File: config.mk
export PLATFORM = sky130hd
export DESIGN_NAME = fb_fill_arbiter
export DESIGN_NICKNAME = d
export VERILOG_FILES = /design/src/rtl/display_pkg.sv /design/src/rtl/fb_rect_walker.sv /design/src/rtl/fb_fill_arbiter.sv
export SDC_FILE = /design/constraint.sdc
export NUM_CORES = 1
export LEC_CHECK = 0
export ABC_AREA = 1
export CORE_ASPECT_RATIO = 0.5
export CORE_MARGIN = 5
export CORE_UTILIZATION = 58
export DETAILED_ROUTE_END_ITERATION = 12
export PLACE_DENSITY = 0.85
export SLEW_MARGIN = 40
export SYNTH_ARGS = -nofsm -noshare
export SYNTH_HDL_FRONTEND = slang
export SYNTH_HIERARCHICAL = 1
export SYNTH_SLANG_ARGS = --single-unit
File: constraint.sdc
create_clock -name clk -period 4 [get_ports clk]
set_clock_uncertainty 0.2 [all_clocks]
set_input_delay 0.8 -clock clk [delete_from_list [all_inputs] [get_ports clk]]
set_output_delay 0.8 -clock clk [all_outputs]
set_load 0.02 [all_outputs]
File: src/rtl/display_pkg.sv
// Shared display-subsystem constants and the fill FSM state type.
// Sized copies of the screen limits let comparisons stay width-exact.
package display_pkg;

  localparam int H_RES     = 320;
  localparam int V_RES     = 240;
  localparam int FB_ADDR_W = 16;
  localparam int COLOR_W   = 12;

  localparam logic [9:0]  H_RES_X   = 10'(H_RES);
  localparam logic [8:0]  V_RES_Y   = 9'(V_RES);
  localparam logic [16:0] ROW_PITCH = 17'(H_RES);

  typedef enum logic [1:0] {
    IDLE = 2'd0,
    FILL = 2'd1,
    DONE = 2'd2
  } fill_state_e;

endpackage

File: src/rtl/fb_rect_walker.sv
// Rectangle walker: holds the current column/row and row base address, clipped to the screen.
// Address and last-pixel flag are combinational from the registered position.
module fb_rect_walker
  import display_pkg::*;
(
  input  logic        clk,
  input  logic        reset,
  input  logic        i_load,
  input  logic        i_advance,
  input  logic [8:0]  i_x0,
  input  logic [7:0]  i_y0,
  input  logic [8:0]  i_w,
  input  logic [7:0]  i_h,
  output logic        o_empty,
  output logic [16:0] o_addr,
  output logic        o_last
);

  logic [9:0]  w_x_sum;
  logic [8:0]  w_y_sum;
  logic [9:0]  w_x_end;
  logic [8:0]  w_y_end;
  logic        w_row_end;

  logic [8:0]  r_x0;
  logic [8:0]  r_cx;
  logic [7:0]  r_cy;
  logic [9:0]  r_x_end;
  logic [8:0]  r_y_end;
  logic [16:0] r_row_base;

  // Sums are one bit wider than the operands so the clip never sees a wrapped value.
  assign w_x_sum = {1'b0, i_x0} + {1'b0, i_w};
  assign w_y_sum = {1'b0, i_y0} + {1'b0, i_h};
  assign w_x_end = (w_x_sum > H_RES_X) ? H_RES_X : w_x_sum;
  assign w_y_end = (w_y_sum > V_RES_Y) ? V_RES_Y : w_y_sum;

  assign o_empty = (i_w == 9'd0) || (i_h == 8'd0) ||
                   ({1'b0, i_x0} >= H_RES_X) || ({1'b0, i_y0} >= V_RES_Y);

  assign w_row_end = ({1'b0, r_cx} == (r_x_end - 10'd1));
  assign o_last    = w_row_end && ({1'b0, r_cy} == (r_y_end - 9'd1));
  assign o_addr    = r_row_base + {8'b0, r_cx};

  always_ff @(posedge clk or posedge reset) begin
    if (reset) begin
      r_x0       <= '0;
      r_cx       <= '0;
      r_cy       <= '0;
      r_x_end    <= '0;
      r_y_end    <= '0;
      r_row_base <= '0;
    end else if (i_load) begin
      r_x0       <= i_x0;
      r_cx       <= i_x0;
      r_cy       <= i_y0;
      r_x_end    <= w_x_end;
      r_y_end    <= w_y_end;
      r_row_base <= 17'(i_y0) * ROW_PITCH;
    end else if (i_advance) begin
      if (w_row_end) begin
        r_cx       <= r_x0;
        r_cy       <= r_cy + 8'd1;
        r_row_base <= r_row_base + ROW_PITCH;
      end else begin
        r_cx <= r_cx + 9'd1;
      end
    end
  end

endmodule

File: src/rtl/fb_fill_arbiter.sv
// Shares the frame-buffer write port between CPU writes (always win) and the rectangle-fill engine.
// All outputs registered: a write accepted in cycle N is presented on fb_* in cycle N+1.
module fb_fill_arbiter
  import display_pkg::*;
(
  input  logic                 clk,
  input  logic                 reset,
  input  logic                 cpu_write,
  input  logic [FB_ADDR_W-1:0] cpu_addr,
  input  logic [31:0]          cpu_wdata,
  input  logic                 fill_start,
  input  logic [8:0]           fill_x0,
  input  logic [7:0]           fill_y0,
  input  logic [8:0]           fill_w,
  input  logic [7:0]           fill_h,
  input  logic [COLOR_W-1:0]   fill_color,
  output logic                 fill_busy,
  output logic                 fill_done,
  output logic                 fb_write,
  output logic [FB_ADDR_W-1:0] fb_addr,
  output logic [31:0]          fb_wdata
);

  fill_state_e r_state;
  fill_state_e w_next_state;

  logic [COLOR_W-1:0]   r_color;
  logic                 r_write;
  logic [FB_ADDR_W-1:0] r_addr;
  logic [31:0]          r_wdata;
  logic                 r_busy;
  logic                 r_done;

  logic                 w_load;
  logic                 w_advance;
  logic                 w_empty;
  logic                 w_last;
  logic [16:0]          w_walk_addr;
  logic                 w_nxt_write;
  logic [FB_ADDR_W-1:0] w_nxt_addr;
  logic [31:0]          w_nxt_wdata;
  logic                 w_nxt_busy;
  logic                 w_nxt_done;

  assign w_load    = (r_state == IDLE) && fill_start;
  // The walker only moves on cycles the CPU leaves the port idle.
  assign w_advance = (r_state == FILL) && !cpu_write;

  fb_rect_walker u_walker (
    .clk       (clk),
    .reset     (reset),
    .i_load    (w_load),
    .i_advance (w_advance),
    .i_x0      (fill_x0),
    .i_y0      (fill_y0),
    .i_w       (fill_w),
    .i_h       (fill_h),
    .o_empty   (w_empty),
    .o_addr    (w_walk_addr),
    .o_last    (w_last)
  );

  always_ff @(posedge clk or posedge reset) begin
    if (reset) begin
      r_state <= IDLE;
    end else begin
      r_state <= w_next_state;
    end
  end

  always_comb begin
    w_next_state = r_state;
    case (r_state)
      IDLE:    if (fill_start) w_next_state = w_empty ? DONE : FILL;
      FILL:    if (w_advance && w_last) w_next_state = DONE;
      DONE:    w_next_state = IDLE;
      default: w_next_state = IDLE;
    endcase
  end

  always_comb begin
    w_nxt_write = 1'b0;
    w_nxt_addr  = r_addr;
    w_nxt_wdata = r_wdata;
    if (cpu_write) begin
      w_nxt_write = 1'b1;
      w_nxt_addr  = cpu_addr;
      w_nxt_wdata = cpu_wdata;
    end else if ((r_state == FILL) && !w_walk_addr[FB_ADDR_W]) begin
      w_nxt_write = 1'b1;
      w_nxt_addr  = w_walk_addr[FB_ADDR_W-1:0];
      w_nxt_wdata = {{(32-COLOR_W){1'b0}}, r_color};
    end
    w_nxt_busy = (w_next_state != IDLE);
    w_nxt_done = (r_state == DONE);
  end

  always_ff @(posedge clk or posedge reset) begin
    if (reset) begin
      r_color <= '0;
      r_write <= 1'b0;
      r_addr  <= '0;
      r_wdata <= '0;
      r_busy  <= 1'b0;
      r_done  <= 1'b0;
    end else begin
      if (w_load) r_color <= fill_color;
      r_write <= w_nxt_write;
      r_addr  <= w_nxt_addr;
      r_wdata <= w_nxt_wdata;
      r_busy  <= w_nxt_busy;
      r_done  <= w_nxt_done;
    end
  end

  assign fb_write  = r_write;
  assign fb_addr   = r_addr;
  assign fb_wdata  = r_wdata;
  assign fill_busy = r_busy;
  assign fill_done = r_done;

endmodule

======== Word-level counts from Yosys, hierarchy flattened ========
Cells that the tools add are included.
storage, ports and cells
  register bits after elaboration ......... 127
  latch bits .............................. 0
  bits in writable memories ............... 0
  ROM bits ................................ 0
  bits of input ports ..................... 98
  output and inout bits ................... 51
  logic and storage cells ................. 69
  memories kept ........................... 0
cells by class
  add/sub/neg operators ................... 8
  $mul .................................... 1
  div/mod/pow operators ................... 0
  $lt $le $gt $ge ......................... 4
  equality and inequality tests ........... 4
  shift operators ......................... 0
  multiplexer cells ....................... 21
  bitwise operators ....................... 0
  reduce and logical (&&, ||, !) cells .... 18
operators by type and width
  operator                                                   number
  two-way mux 32 bit                                         2
  two-way mux 17 bit                                         3
  two-way mux 9 bit                                          4
  two-way mux 16 bit                                         2
  two-way mux 8 bit                                          3
  adder 17 x 9 -> 17 bit                                     1
  adder 17 x 9 -> 17 bit (second input constant)             1
  multiplier 8 x 3 -> 11 bit (second input constant)         1
  adder 9 x 9 -> 10 bit                                      1
  == test 9 x 10 -> 1 bit                                    1
  > comparator 10 x 9 -> 1 bit (second input constant)       1
  two-way mux 10 bit                                         1
  subtractor 10 x 1 -> 10 bit (second input constant)        1
  adder 8 x 8 -> 9 bit                                       1
  adder 9 x 1 -> 9 bit (second input constant)               1
  == test 8 x 9 -> 1 bit                                     1
  greater-or-equal comparator 9 bit (second input constant)  1
  > comparator 9 x 8 -> 1 bit (second input constant)        1
  zero test 9 bit                                            1
  subtractor 9 x 1 -> 9 bit (second input constant)          1
  adder 8 x 1 -> 8 bit (second input constant)               1
  greater-or-equal comparator 8 bit (second input constant)  1
  zero test 8 bit                                            1
  nonzero test 2 bit                                         4
  10 further kinds                                           20

======== Logic depth before layout (Yosys ltp) ========
Gate-level depths: netlist (run 1).
  word-level depth ........................ 8
  mapped depth ............................ 19

======== By module ========
Netlist (run 1), hierarchy kept.
by module, submodules not included
  module           instances  cells an instance  area an instance (µm²)  sequential area each (µm²)
  fb_rect_walker   1          765                5134.9                  1401.3
  fb_fill_arbiter  1          368                2935.3                  1626.6

======== Worst setup path after synthesis (run 1) ========
No wires, ideal clock.
  kind .................................... input to register
  start ................................... input fill_y0[1]
  end ..................................... register u_walker.r_row_base[15]
  setup time .............................. 117 ps
  arrival ................................. 2373 ps
  slack ................................... 1310 ps
  cell stages on the path ................. 13
  buffers on the path ..................... 0
  path through ............................ ha_1 -> ha_1 -> fa_1 -> nand3_1 -> nand3_1 -> nand2_1 -> nand2_1 -> a21oi_1 -> nor2_1 -> nor3_1 -> a21oi_1 -> nand2_1 -> nand2_1
on the way
  cells in the longest elaborated chain, start to end .. 2
RTL lines
  item                        line                   RTL
  start, declared             fb_fill_arbiter.sv:13  input logic [7:0] fill_y0,
  multiplier 8 x 3 -> 11 bit  fb_rect_walker.sv:59   r_row_base <= 17'(i_y0) * ROW_PITCH;
  two-way mux 17 bit          fb_rect_walker.sv:53   end else if (i_load) begin
  end signal, assigned        fb_rect_walker.sv:59
  end signal, assigned        fb_rect_walker.sv:64   r_row_base <= r_row_base + ROW_PITCH;
  end, declared               fb_rect_walker.sv:30   logic [16:0] r_row_base;
No other way between the ends.
A chain may end at the register's enable or synchronous reset.

======== Worst setup path after layout (run 1) ========
  start ................................... input fill_y0[3]
  end ..................................... register u_walker.r_row_base[15]
The elaborated chain is that of the path after synthesis.

==> results.md, run 1 <==
- Worst hold start: u_walker/r_x0[5]
- Worst setup EP type: flop
- Core ar.: 13600 um2
- Mapped Nets: 1272
- Simple logic cell fraction of the synthesized area: 34.5%
- CTS tree: yes
- Clk_lat worst skew: 0.41 ns
- Row Count: 30
- Fin nets: 1404
- Seq/Total Area, Yosys: 37.5%
- Pins Over Slew Limit: 0
- DR DRC count: 0
- Clock tree buffer depth: 2
- WHS: 0.269 ns
- Post-CTS setup buffers: 0
- Cell area after layout: 10200 um2
- Library cells used by synthesis: 44
- Outcome: finished clean
- Post-Synth XOR/XNOR Area: 5.32%
- Maximum number of pins on one net before global-route repair: 60
- Crit-path max FO: 4
- Largest family of logic cells by synthesized area: simple AND/OR/NAND/NOR gates
- Asr flop ratio synth: 100%
- Commonest non-fill, non-tap cells in the layout: 419 x nand2_1, 147 x clkdlybuf4s50_1, 128 x nand3_1
- Share of cells above drive strength 1: 5.56%
- Maximum clock rate: 332 MHz
- Iteration-0 DRC Markers: 750
- Critical path class: in -> reg
- Die W: 177 um
- Overall via count from detail_route: 7943
- Adder-cell area share of the yosys netlist: 6.64%
- DRT Wirelength: 22100 um
- CTS root buffer: clkbuf_16
- Clock buffer count from CTS: 17
- Die ar.: 16500 um2
- Fraction of the cycle the final worst path needs: 75.3%
- Mux contribution to synthesized area: 0%
- Worst EP arrival: 3.11 ns
- Setup_tns: 0 ns
- Synth top area share: 37.5%
- Worst setup SP type: primary input
- Initial antenna violation count: 0
- Gp weighted congestion: 0.911
- Slew headroom: 48.8%
- I/O pin count: 149
- N_diodes: 0
- Reg2reg end: fb_addr[4]
- Multi-input gate area: 4350 um2
- DRT antenna net count: 0
- Final Hold Fails: 0
- Setup WS post-layout: 0.987 ns
- Total GRT Usage: 27.1%
- Register area: 3030 um2
- # setup viols final: 0
- CTS resizes: 0
- Area after DPL: 9590 um2
- Placed cell count: 1438
- Vias in the first global route: 7501
- Tot Pwr: 7.39 mW
- DP HPWL: 16300 um
- R2r startpoint: u_walker/r_cx[7]
- Congestion Overflow GR: 0
- First-pass GRT wire length: 36600 um
- Synth Flop Type: dfrtp_1
- Area leader, netlist: dfrtp_1
- Power Dens Cells: 727 nW/um2
- Hold endpoint: u_walker/r_x0[5]
- Die height: 93.4 um
- Synth Area in Compound Gates: 7.43%
- Fin cells: 1470
- Post-synth EDFFs: 0
- Fillers: 1056
- Worst EP required: 4.09 ns
- Starting Density: 59.4%
- Max H-tree Level: 4
- Unrepaired setup endpoints after global routing: false
- Final core occ: 74.9%
- Via/cell ratio: 5.40
- CTS Hold Buffers Added: 0
- Area grow syn2layout: 26.1%
- Register bit total from synthesis: 121
- Post-synthesis cell area: 8070 um2
- Hold path depth: 2
- Pre-CTS WS: 0.599 ns
- Number of max-cap violations: 0
- Worst Reg-to-Reg Cells: 12
- Clock sinks: 121
- Yosys warning count: 6
- Fin crit period: 3.01 ns
- Synthesized area per cell: 7.12 um2
- Routed wire length per instance: 15.0 um
- Post-Syn Instances: 1133
- Leak pwr: 5.17 nW
- Worst Hold Class: reg -> reg
- DRT Pass-1 Iters: 5
- Synth area leaders: dfrtp_1 38%, nand2_1 19%, nand3_1 7.9%
- Buffers added on ports: 148
- Worst-path clk slew: 0.06 ns
- Worst vdd ir: 330 uV
- Slew of the pin with the lowest slew margin: 0.765 ns
- Commonest non-fill, non-tap cell in the layout: nand2_1
- Setup slack, reg-to-reg: 0.99 ns
where the power goes:
part | internal (mW) | total [mW] | switching, mW
clock network | 0.899 | 1.53 | 0.629
logic | 1.45 | 3.67 | 2.23
registers | 1.72 | 2.19 | 0.472
layer usage:
metal / GRT usage (%) / up-vias / part of all wire [%]
li1: - / 3902 / -
met1: 37.8 / 3684 / 45
met2: 43.8 / 325 / 46
met3: 4.81 / 32 / 7.8
met4: 7.34 / 0 / 1.5
met5: 0 / - / 0
registers in the layout, summed over array words and instances, names as in the netlist:
signal and flops:
u_walker/r_y_end 9, u_walker/r_cx 9, u_walker/r_cy 8, fb_wdata 32, r_color 12, fill_busy 1, fb_addr 16, u_walker/r_x_end 10
fill_done 1, fb_write 1, u_walker/r_row_base 11, r_state 2, u_walker/r_x0 9
layout make-up:
type	count	share of cell area, %
repair buffers	159	15.3
multi-input cells	857	42.8
well taps	192	2.36
clock inverters	14	1.45
flip-flops and latches	121	29.8
inverters	109	4.02
clock buffers	18	4.32
worst max-delay path: stages:
cell             delay, ns
clkdlybuf4s50_1       0.55
ha_1                  0.26
ha_1                  0.23
fa_1                  0.40
nand3_1               0.09
nand3_1               0.08
nand2_1               0.09
nand2_1               0.05
a21oi_1               0.13
nor2_1                0.07
nor3_1                0.16
a21oi_1               0.06
nand2_1               0.07
nand2_1               0.05
kinds of logic after synthesis:
group	count (synthesis)
AOI/OAI and AO/OA	106
adders and majority gates	41
buffers and inverters	155
and+or+nand+nor	660
xor gates and xnor gates	49
DFF	121
other	1
synth_stat cells (all sizes together) (4+ instances only):
cell,count
a21o,4
a21oi,34
buf,30
clkbuf,16
dfrtp,121
ha,38
inv,108
nand2,422
nand3,131
nand4,11
nor2,74
nor3,11
nor4,4
o211ai,5
o21ai,48
xnor2,19
xor2,30
worst max path at each step:
stage                      from                       to  cells after the start
6_report             fill_y0[3]  u_walker/r_row_base[15]                     14
5_1_grt        u_walker/r_cx[7]               fb_addr[8]                     12
4_1_cts        u_walker/r_cx[7]               fb_addr[4]                     12
3_5_place_dp         fill_y0[3]  u_walker/r_row_base[15]                     14
3_3_place_gp         fill_y0[3]  u_walker/r_row_base[15]                     14
2_1_floorplan        fill_y0[1]  u_walker/r_row_base[15]                     13
(Power assumes the default switching activity.)
==> run 2, diff against run 1 <==
Settings changed: CORE_UTILIZATION 58 to 48, PLACE_DENSITY 0.85 to 0.75.
Clock period 4 ns to 2.4 ns, I/O delays scaled along.
==> results.md, run 2 (synthesized netlist as in run 1, its figures left out) <==
- DRT Pass-1 Iters: 5 (unchanged)
- Power Dens Cells: 1220 nW/um2 (was 727 nW/um2)
- Via/cell ratio: 5.22 (was 5.40)
- Die W: 193 um (was 177 um)
- Unrepaired setup endpoints after global routing: true (was false)
- CTS tree: yes (unchanged)
- Row Count: 33 (was 30)
- Pins Over Slew Limit: 0 (unchanged)
- Setup slack, reg-to-reg: -0.16 ns (was 0.99 ns)
- DP HPWL: 17400 um (was 16300 um)
- Max FFs per register: 32 (unchanged)
- Fin cells: 1608 (was 1470)
- Worst setup SP type: flop (was primary input)
- Clk_lat worst skew: 0.41 ns (about the same)
- Crit path largest cell delay: 0.40 ns (was 0.55 ns)
- Max H-tree Level: 4 (unchanged)
- N_diodes: 0 (unchanged)
- Iteration-0 DRC Markers: 557 (was 750)
- Clock buffer count from CTS: 17 (unchanged)
- DRT Wirelength: 25700 um (was 22100 um)
- WP depth: 16 (was 14)
- Critical-path cell list: buf_4 > buf_4 > nor3_2 > buf_4 > buf_4 > nand2_1 > nand2_1 > nand2_1 > xnor2_1 > nand4_1 > nor2_2 > inv_1 > o21ai_1 > nand2_1 > inv_1 > nand2_1 (was clkdlybuf4s50_1 > ha_1 > ha_1 > fa_1 > nand3_1 > nand3_1 > nand2_1 > nand2_1 > a21oi_1 > nor2_1 > nor3_1 > a21oi_1 > nand2_1 > nand2_1)
- Slowest cell on crit path: dfrtp_1 (was clkdlybuf4s50_1)
- WHS: 0.269 ns (about the same)
- Fraction of the cycle the final worst path needs: 107%
- Slew of the pin with the lowest slew margin: 0.543 ns (was 0.765 ns)
- Worst setup EP type: flop (unchanged)
- # setup viols final: 3 (was 0)
- Crit-path max FO: 3 (was 4)
- I/O pin count: 149 (unchanged)
- Critical path buffer and inverter count: 6 (was 1)
- Commonest non-fill, non-tap cells in the layout: 368 x nand2_1, 132 x clkdlybuf4s50_1, 121 x dfrtp_1 (was 419 x nand2_1, 147 x clkdlybuf4s50_1, 128 x nand3_1)
- Commonest non-fill, non-tap cell in the layout: nand2_1 (unchanged)
- Gp weighted congestion: 0.877 (was 0.911)
- Worst Reg-to-Reg Cells: 16 (was 12)
- Starting Density: 49.1% (was 59.4%)
- Routed wire length per instance: 16.0 um (was 15.0 um)
- Initial antenna violation count: 0 (unchanged)
- Setup WS post-layout: -0.158 ns (was 0.987 ns)
- Violated checks: negative setup slack
- First-pass GRT wire length: 38000 um (was 36600 um)
- Cell area after layout: 11900 um2 (was 10200 um2)
- Worst EP required: 2.51 ns (was 4.09 ns)
- Worst Hold Class: reg -> reg (unchanged)
- Fin nets: 1507 (was 1404)
- Total GRT Usage: 23.4% (was 27.1%)
- Fin crit period: 2.56 ns
- Final core occ: 72.4% (was 74.9%)
- Critical path launch point: u_walker/r_y_end[1] (was fill_y0[3])
- Number of max-cap violations: 0 (unchanged)
- Overall via count from detail_route: 8389 (was 7943)
- Critical path class: reg -> reg (was in -> reg)
- Worst EP arrival: 2.66 ns (was 3.11 ns)
- Placed cell count: 1557 (was 1438)
- Worst vdd ir: 758 uV (was 330 uV)
- Slew headroom: 63.6% (was 48.8%)
- Area grow syn2layout: 47.4% (was 26.1%)
- DRT antenna net count: 0 (unchanged)
- CP endpoint: fill_busy (was u_walker/r_row_base[15])
- R2r startpoint: u_walker/r_y_end[1] (was u_walker/r_cx[7])
- Core ar.: 16400 um2 (was 13600 um2)
- Area after DPL: 10300 um2 (was 9590 um2)
- Maximum clock rate: 391 MHz
- Congestion Overflow GR: 0 (unchanged)
- Reg2reg end: fill_busy (was fb_addr[4])
- Maximum number of pins on one net before global-route repair: 57 (was 60)
- Clock sinks: 121 (unchanged)
- Die ar.: 19700 um2 (was 16500 um2)
- Crit path max-delay family: simple AND/OR/NAND/NOR gates (was adder cells)
- Die height: 102 um (was 93.4 um)
- Share of cells above drive strength 1: 21.2% (was 5.56%)
- Worst-path clk slew: 0.06 ns (about the same)
- Buffers added on ports: 148 (unchanged)
- CTS root buffer: clkbuf_16 (unchanged)
- Vias in the first global route: 7769 (was 7501)
- Clock tree buffer depth: 2 (unchanged)
- Most frequent cell on the critical path: nand2_1 (unchanged)
- Leak pwr: 5.96 nW (was 5.17 nW)
- Outcome: finished, violations left (was finished clean)
- DR DRC count: 0 (unchanged)
- Final Hold Fails: 0 (unchanged)
==> run 2: worst min path at each step <==
stage	startpoint	end	slack, ns	cells past startpoint
after floorplan	u_walker/r_x0[3]	u_walker/r_x0[3]	0.24	2
after global placement	u_walker/r_x0[8]	u_walker/r_x0[8]	0.25	2
after detailed placement	r_state[0]	fill_done	0.26	1
after CTS	r_state[0]	fill_done	0.27	1
after global routing	r_state[0]	fill_done	0.29	1
final	r_state[0]	fill_done	0.27	1
==> run 2: repair_timing <==
item,CTS,global route
setup endpoints to repair,24,96
buffers inserted,2,8
gates resized for setup,19,153
cloned,0,9
hold buffers,0,0
pin swaps,7,41
==> run 2: layout make-up <==
type	count	area, um2
multi-input combinational	857	5010
clock inverter	15	178
timing repair buffer	262	2560
clock buffer	17	425
tap	227	284
fill	1266	4540
inverter	109	409
sequential	121	3030
==> run 2: per-layer routing <==
metal  vias up  part of all wire [%]  track usage, %
li1       4090                     -               -
met1      3974                    46            33.4
met2       295                    46            36.7
met3        30                   5.8            5.65
met4         0                   1.3            5.17
met5         -                     0               0
==> run 2: stage by stage <==
step	power, mW	TNS [ns]	setup slack, ns
6_report	14.5	-0.285	-0.158
5_1_grt	15.5	-4.94	-0.347
4_1_cts	13.1	-0.0377	-0.0377
3_5_place_dp	10.3	-11.48	-0.583
3_3_place_gp	10.1	-9.34	-0.536
2_1_floorplan	7.97	0	0.0212
==> run 2: worst reg2reg max path, stage by stage (launching register included) <==
cell	delay, ns
dfrtp_1	0.40
buf_4	0.14
buf_4	0.13
nor3_2	0.16
buf_4	0.15
buf_4	0.10
nand2_1	0.04
nand2_1	0.05
nand2_1	0.07
xnor2_1	0.17
nand4_1	0.29
nor2_2	0.20
inv_1	0.05
o21ai_1	0.12
nand2_1	0.08
inv_1	0.05
nand2_1	0.04
==> run 2: power breakdown <==
group | leakage [nW] | total [mW] | internal [mW] | switching (mW)
Combinational | 4.18 | 8.29 | 3.66 | 4.62
Sequential | 1.49 | 3.60 | 2.87 | 0.729
Clock | 0.288 | 2.65 | 1.57 | 1.07
Total | 5.96 | 14.5 | 8.11 | 6.43
==> edit 1: new RTL, flow settings as in run 1 <==
`FB_ADDR_W`: 16 -> 15.
--- a/src/rtl/display_pkg.sv
+++ b/src/rtl/display_pkg.sv
@@ -6,3 +6,3 @@
   localparam int V_RES     = 240;
-  localparam int FB_ADDR_W = 16;
+  localparam int FB_ADDR_W = 15;
   localparam int COLOR_W   = 12;
Interface: changed (resized cpu_addr and fb_addr); port bits go from 149 to 147. The function was not compared with the original's and may differ.
==> edit 1 against run 1 <==
Total power hardly changed. Routed wire length is 2.3% lower. Setup slack better by 0.045 ns. Design area is 0.43% higher. Sequential cell count is 2 lower. Count of clock-buffer cells in the layout stayed put. Critical endpoint unchanged. Fmax is 1.5% higher. Worst hold slack worse by 0.0048 ns. Final cell count is 1.6% lower. Synthesized area is 0.28% higher. Global-route usage is 0.41 points lower.
==> edit 1: results (changes against run 1) <==
[run_status]
status=complete, no violations

[drt]
drtIter0Drc=621  ; -17%
drt-total-wl_um=21600  ; -2.3%
vias_per_cell=5.386  ; -0.32%

[finish]
fin_util=0.7501  ; +0.001151
fillCellCount=1037  ; -1.8%
clock_area_frac=0.06121  ; +0.003548
post_route_cells_drive_above_1_share=0.08207  ; +0.02652
multi_input_gates=840  ; -2.0%
seq_area_frac=0.2913  ; -0.006171
non_clock_buffer_area_share=0.1506  ; -0.002615
nonClockBufferCount=157  ; -1.3%
seq_cells=119  ; -1.7%
multi_input_area_um2=4437  ; +1.9%
n_all_inverters=107  ; -1.8%
layoutNonFillerInstCount=1447  ; -1.6%

[pwr]
clkPwrFrac=0.220  ; +0.013
p_switching_uw=3267  ; -1.8%
pwr.group.clock_uw=1620  ; +6%
p_leak_uw=0.005138  ; -0.52%
p_seq_uw=2170
ir_drop_mv=0.3794  ; +15%

[setup_path]
arrival_ns=3.07  ; -0.04 ns
crit_slowest_cell=clkdlybuf4s50_1
rrSetupSlack_ns=1.04  ; +0.05 ns

[synth]
syn-num-nets=1248  ; -1.9%
yosysWarningCount=6  ; unchanged
avgSynthCellArea_um2=7.291  ; +2.4%

[place]
dp_slack_ns=0.6390  ; +0.03975 ns
gp_congestion=0.9174  ; +0.72%
post_dp_cell_area_um2=9595  ; about the same
dp_hpwl_um=15930  ; -2.2%
port_buffers=146  ; -1.4%

[grt]
grt_usage=0.2667  ; -0.004127
grt_pass1_vias=7540  ; +0.52%
grt_max_degree=54  ; -10%
grt_pass1_wl_um=36000  ; -1.6%

[timing]
maxSlewHeadroom=0.6031  ; +0.1152
clock.fmax_mhz=336.9  ; +1.5%
whs_ns=0.2638  ; -0.004825 ns

[cts]
max-clock-path-buffers=2  ; unchanged
cts_max_level=4  ; unchanged

[edit 1: changes by cell type in the layout (fill, tap and decap cells not counted), sizes merged, moves of 2 or more]
cell / change
dfrtp: -2
nand2: -7
clkdlybuf4s50: -2
bufinv: +2
inv: -6
nand3: -3
o21ai: -2
[edit 1: layer usage]
metal  routed length (um)  global-route usage  vias up
met3                 1682             0.05775       24
li1                     -                   -     3811
met1                 9636              0.3577     3643
met5                    0                   0        -
met4                  281             0.07529        0
met2                10000              0.4399      316
[edit 1: path summary, 6_finish.rpt]
check / to / start / cells past startpoint
max: u_walker/r_row_base[15] / fill_y0[3] / 14
min in group asynchronous: r_color[8] / reset / 2
min reg2reg: u_walker/r_x0[8] / u_walker/r_x0[8] / 2
max in group asynchronous: u_walker/r_y_end[6] / reset / 3
max reg2reg: fb_wdata[4] / u_walker/r_cx[7] / 12
min: u_walker/r_x0[8] / u_walker/r_x0[8] / 2
==> edit 2: new RTL, settings of run 1 <==
Without the edit above. Put one more register stage on the output `fb_wdata`, cleared by the reset. The value now appears one clock later. The other outputs are not delayed to match.
--- a/src/rtl/fb_fill_arbiter.sv
+++ b/src/rtl/fb_fill_arbiter.sv
@@ -117,3 +117,9 @@
   assign fb_addr   = r_addr;
-  assign fb_wdata  = r_wdata;
+  always_ff @(posedge clk or posedge reset) begin
+    if (reset) begin
+      fb_wdata <= '0;
+    end else begin
+      fb_wdata <= r_wdata;
+    end
+  end
   assign fill_busy = r_busy;
Function: changed (a bounded check fails within 4 cycles, from zero or initial values and one cycle with reset high).
==> edit 2 against run 1 <==
Fmax grew 0.40%. Synthesized area grew 9.9%. Routed wire length grew 7.3%. Sequential cell count grew 32. Sequential share of layout area grew 5.0 points. Setup slack gained 0.012 ns. Total power grew 8.4%. Design area grew 8.4%. Synthesized cell count grew 2.6%. Via count grew 3.9%. Critical path type unchanged. Largest power group unchanged.
==> edit 2: results (changes against run 1) <==
[run_status]
status=complete, no violations

[place]
dp_slack_ns=0.5954  ; -0.003848 ns
post_dp_cell_area_um2=10410  ; +8.5%
port_buffers=148  ; unchanged
dp_cells=1474  ; +2.5%
gp_congestion=0.9244  ; +1.5%
dp_hpwl_um=17260  ; +5.9%

[setup_path]
reg2reg_to=r_wdata[28]
arrival_ns=3.11  ; about the same
startpoint=fill_y0[3]
critical_path.max_fanout=4  ; unchanged
crit_slowest_cell=clkdlybuf4s50_1
reg2reg_from=u_walker/r_cx[7]
rrSetupSlack_ns=1.13  ; +0.14 ns

[cts]
clkTransAtPathRegs_ns=0.07
cts_resized=0  ; unchanged
cts_max_level=4  ; unchanged
cts_num_sinks=153  ; +26%

[drt]
drt-pass1-iter-count=6  ; +1
met1Wirelength_um=10080  ; +1.8%
vias=8253  ; +3.9%
route.met3.wl_um=2112  ; +23%
vias_per_cell=5.480  ; +1.4%
drt-total-wl_um=23720  ; +7.3%
wl_met2_um=11250  ; +11%
drtIter0Drc=706  ; -5.9%

[synth]
syn-num-nets=1301  ; +2.3%
synth_area_leaders=dfrtp_1, nand2_1, nand3_1
yosysWarningCount=6  ; unchanged
synth-compound-area-share=0.07098  ; -0.003289
synth_common_cells=nand2_1, dfrtp_1, nand3_1
synthAdderAreaFrac=0.06039  ; -0.005964
ys_seq_area_frac=0.4318  ; +0.05658
syn_inst=1162  ; +2.6%
ys_types=44  ; unchanged
synthXorXnorAreaFrac=0.04840  ; -0.004780
synth_flop_cell=dfrtp_1
synthMuxAreaShare=0  ; unchanged
ys_async_sr_fraction=1.000  ; unchanged

[timing]
whs_ns=0.1740  ; -0.09471 ns
worst_slew_pin_slew_ns=0.6327  ; -0.1326 ns

[min_path]
whs_endpoint=fb_wdata[1]
hp-start=r_wdata[1]
hold_path_depth=0  ; -2

[finish]
post_route_cells_drive_above_1_share=0.05505  ; -0.0005097
nets=1434  ; +2.1%
fillCellCount=1088  ; +3.0%

[pwr]
ir_drop_mv=0.4385  ; +33%
p_switching_uw=3478  ; +4.6%
p_leak_uw=0.005564  ; +7.7%

[grt]
grt_pass1_wl_um=39410  ; +7.7%
grt.overflow.total=0  ; unchanged
met3_usage=0.05834  ; +0.01028
antenna_found_initial=0  ; unchanged
grtUsageMet1=0.3689  ; -0.008885
grt_pass1_vias=8020  ; +6.9%
grt_usage=0.2671  ; -0.003675
grt_use_met2=0.4346  ; -0.003786
grt_max_degree=72  ; +20%

## edit 2: cell count changes after synthesis, sizes merged
cell,before,now
buf,30,29
clkbuf,16,17
dfrtp,121,153
inv,108,111
nand2,422,410
o21ai,48,54
## edit 2: how the worst max path moves through the flow
stage,slack [ns],end
2_1_floorplan,0.47,fb_addr[0]
3_3_place_gp,0.68,u_walker/r_row_base[15]
3_5_place_dp,0.60,u_walker/r_row_base[15]
4_1_cts,1.02,u_walker/r_row_base[15]
5_1_grt,0.81,u_walker/r_row_base[15]
6_report,1.0,u_walker/r_row_base[15]
## edit 2: area by class of cell
cell class	count	area, um2	share of cell area
Multi-Input combinational cell	851	4339	0.3935
Sequential cell	153	3829	0.3472
Timing Repair Buffer	160	1567	0.1420
Clock buffer	18	439.2	0.03982
Inverter	112	425.4	0.03857
Tap cell	198	247.7	0.02246
Clock inverter	14	181.4	0.01645
## edit 2: cell families (layout without fill, tap and decap cells)
logic type	count (synthesis)	in the layout
buffers and inverters	158	304
adder cells (fa/ha/maj)	41	41
flip-flops	153	153
XOR/XNOR	49	49
AND/OR/NAND/NOR	648	648
other	1	1
AO/OA/AOI/OAI	112	112
## edit 2: critical path: cells and delay by family
family | cells | cell delay, ns
AND/OR/NAND/NOR | 8 | 0.65
adder cells (fa/ha/maj) | 3 | 0.93
AO/OA/AOI/OAI | 2 | 0.18
buffers and inverters | 1 | 0.55
## edit 2: power groups by stage
stage,sequential [uW],combinational [uW],clock (uW)
after global placement,2610,3510,0
after global routing,2700,4140,1780
after detailed placement,2640,3620,0
after floorplan,2700,2500,0
after CTS,2620,3670,1710
final,2640,3690,1690
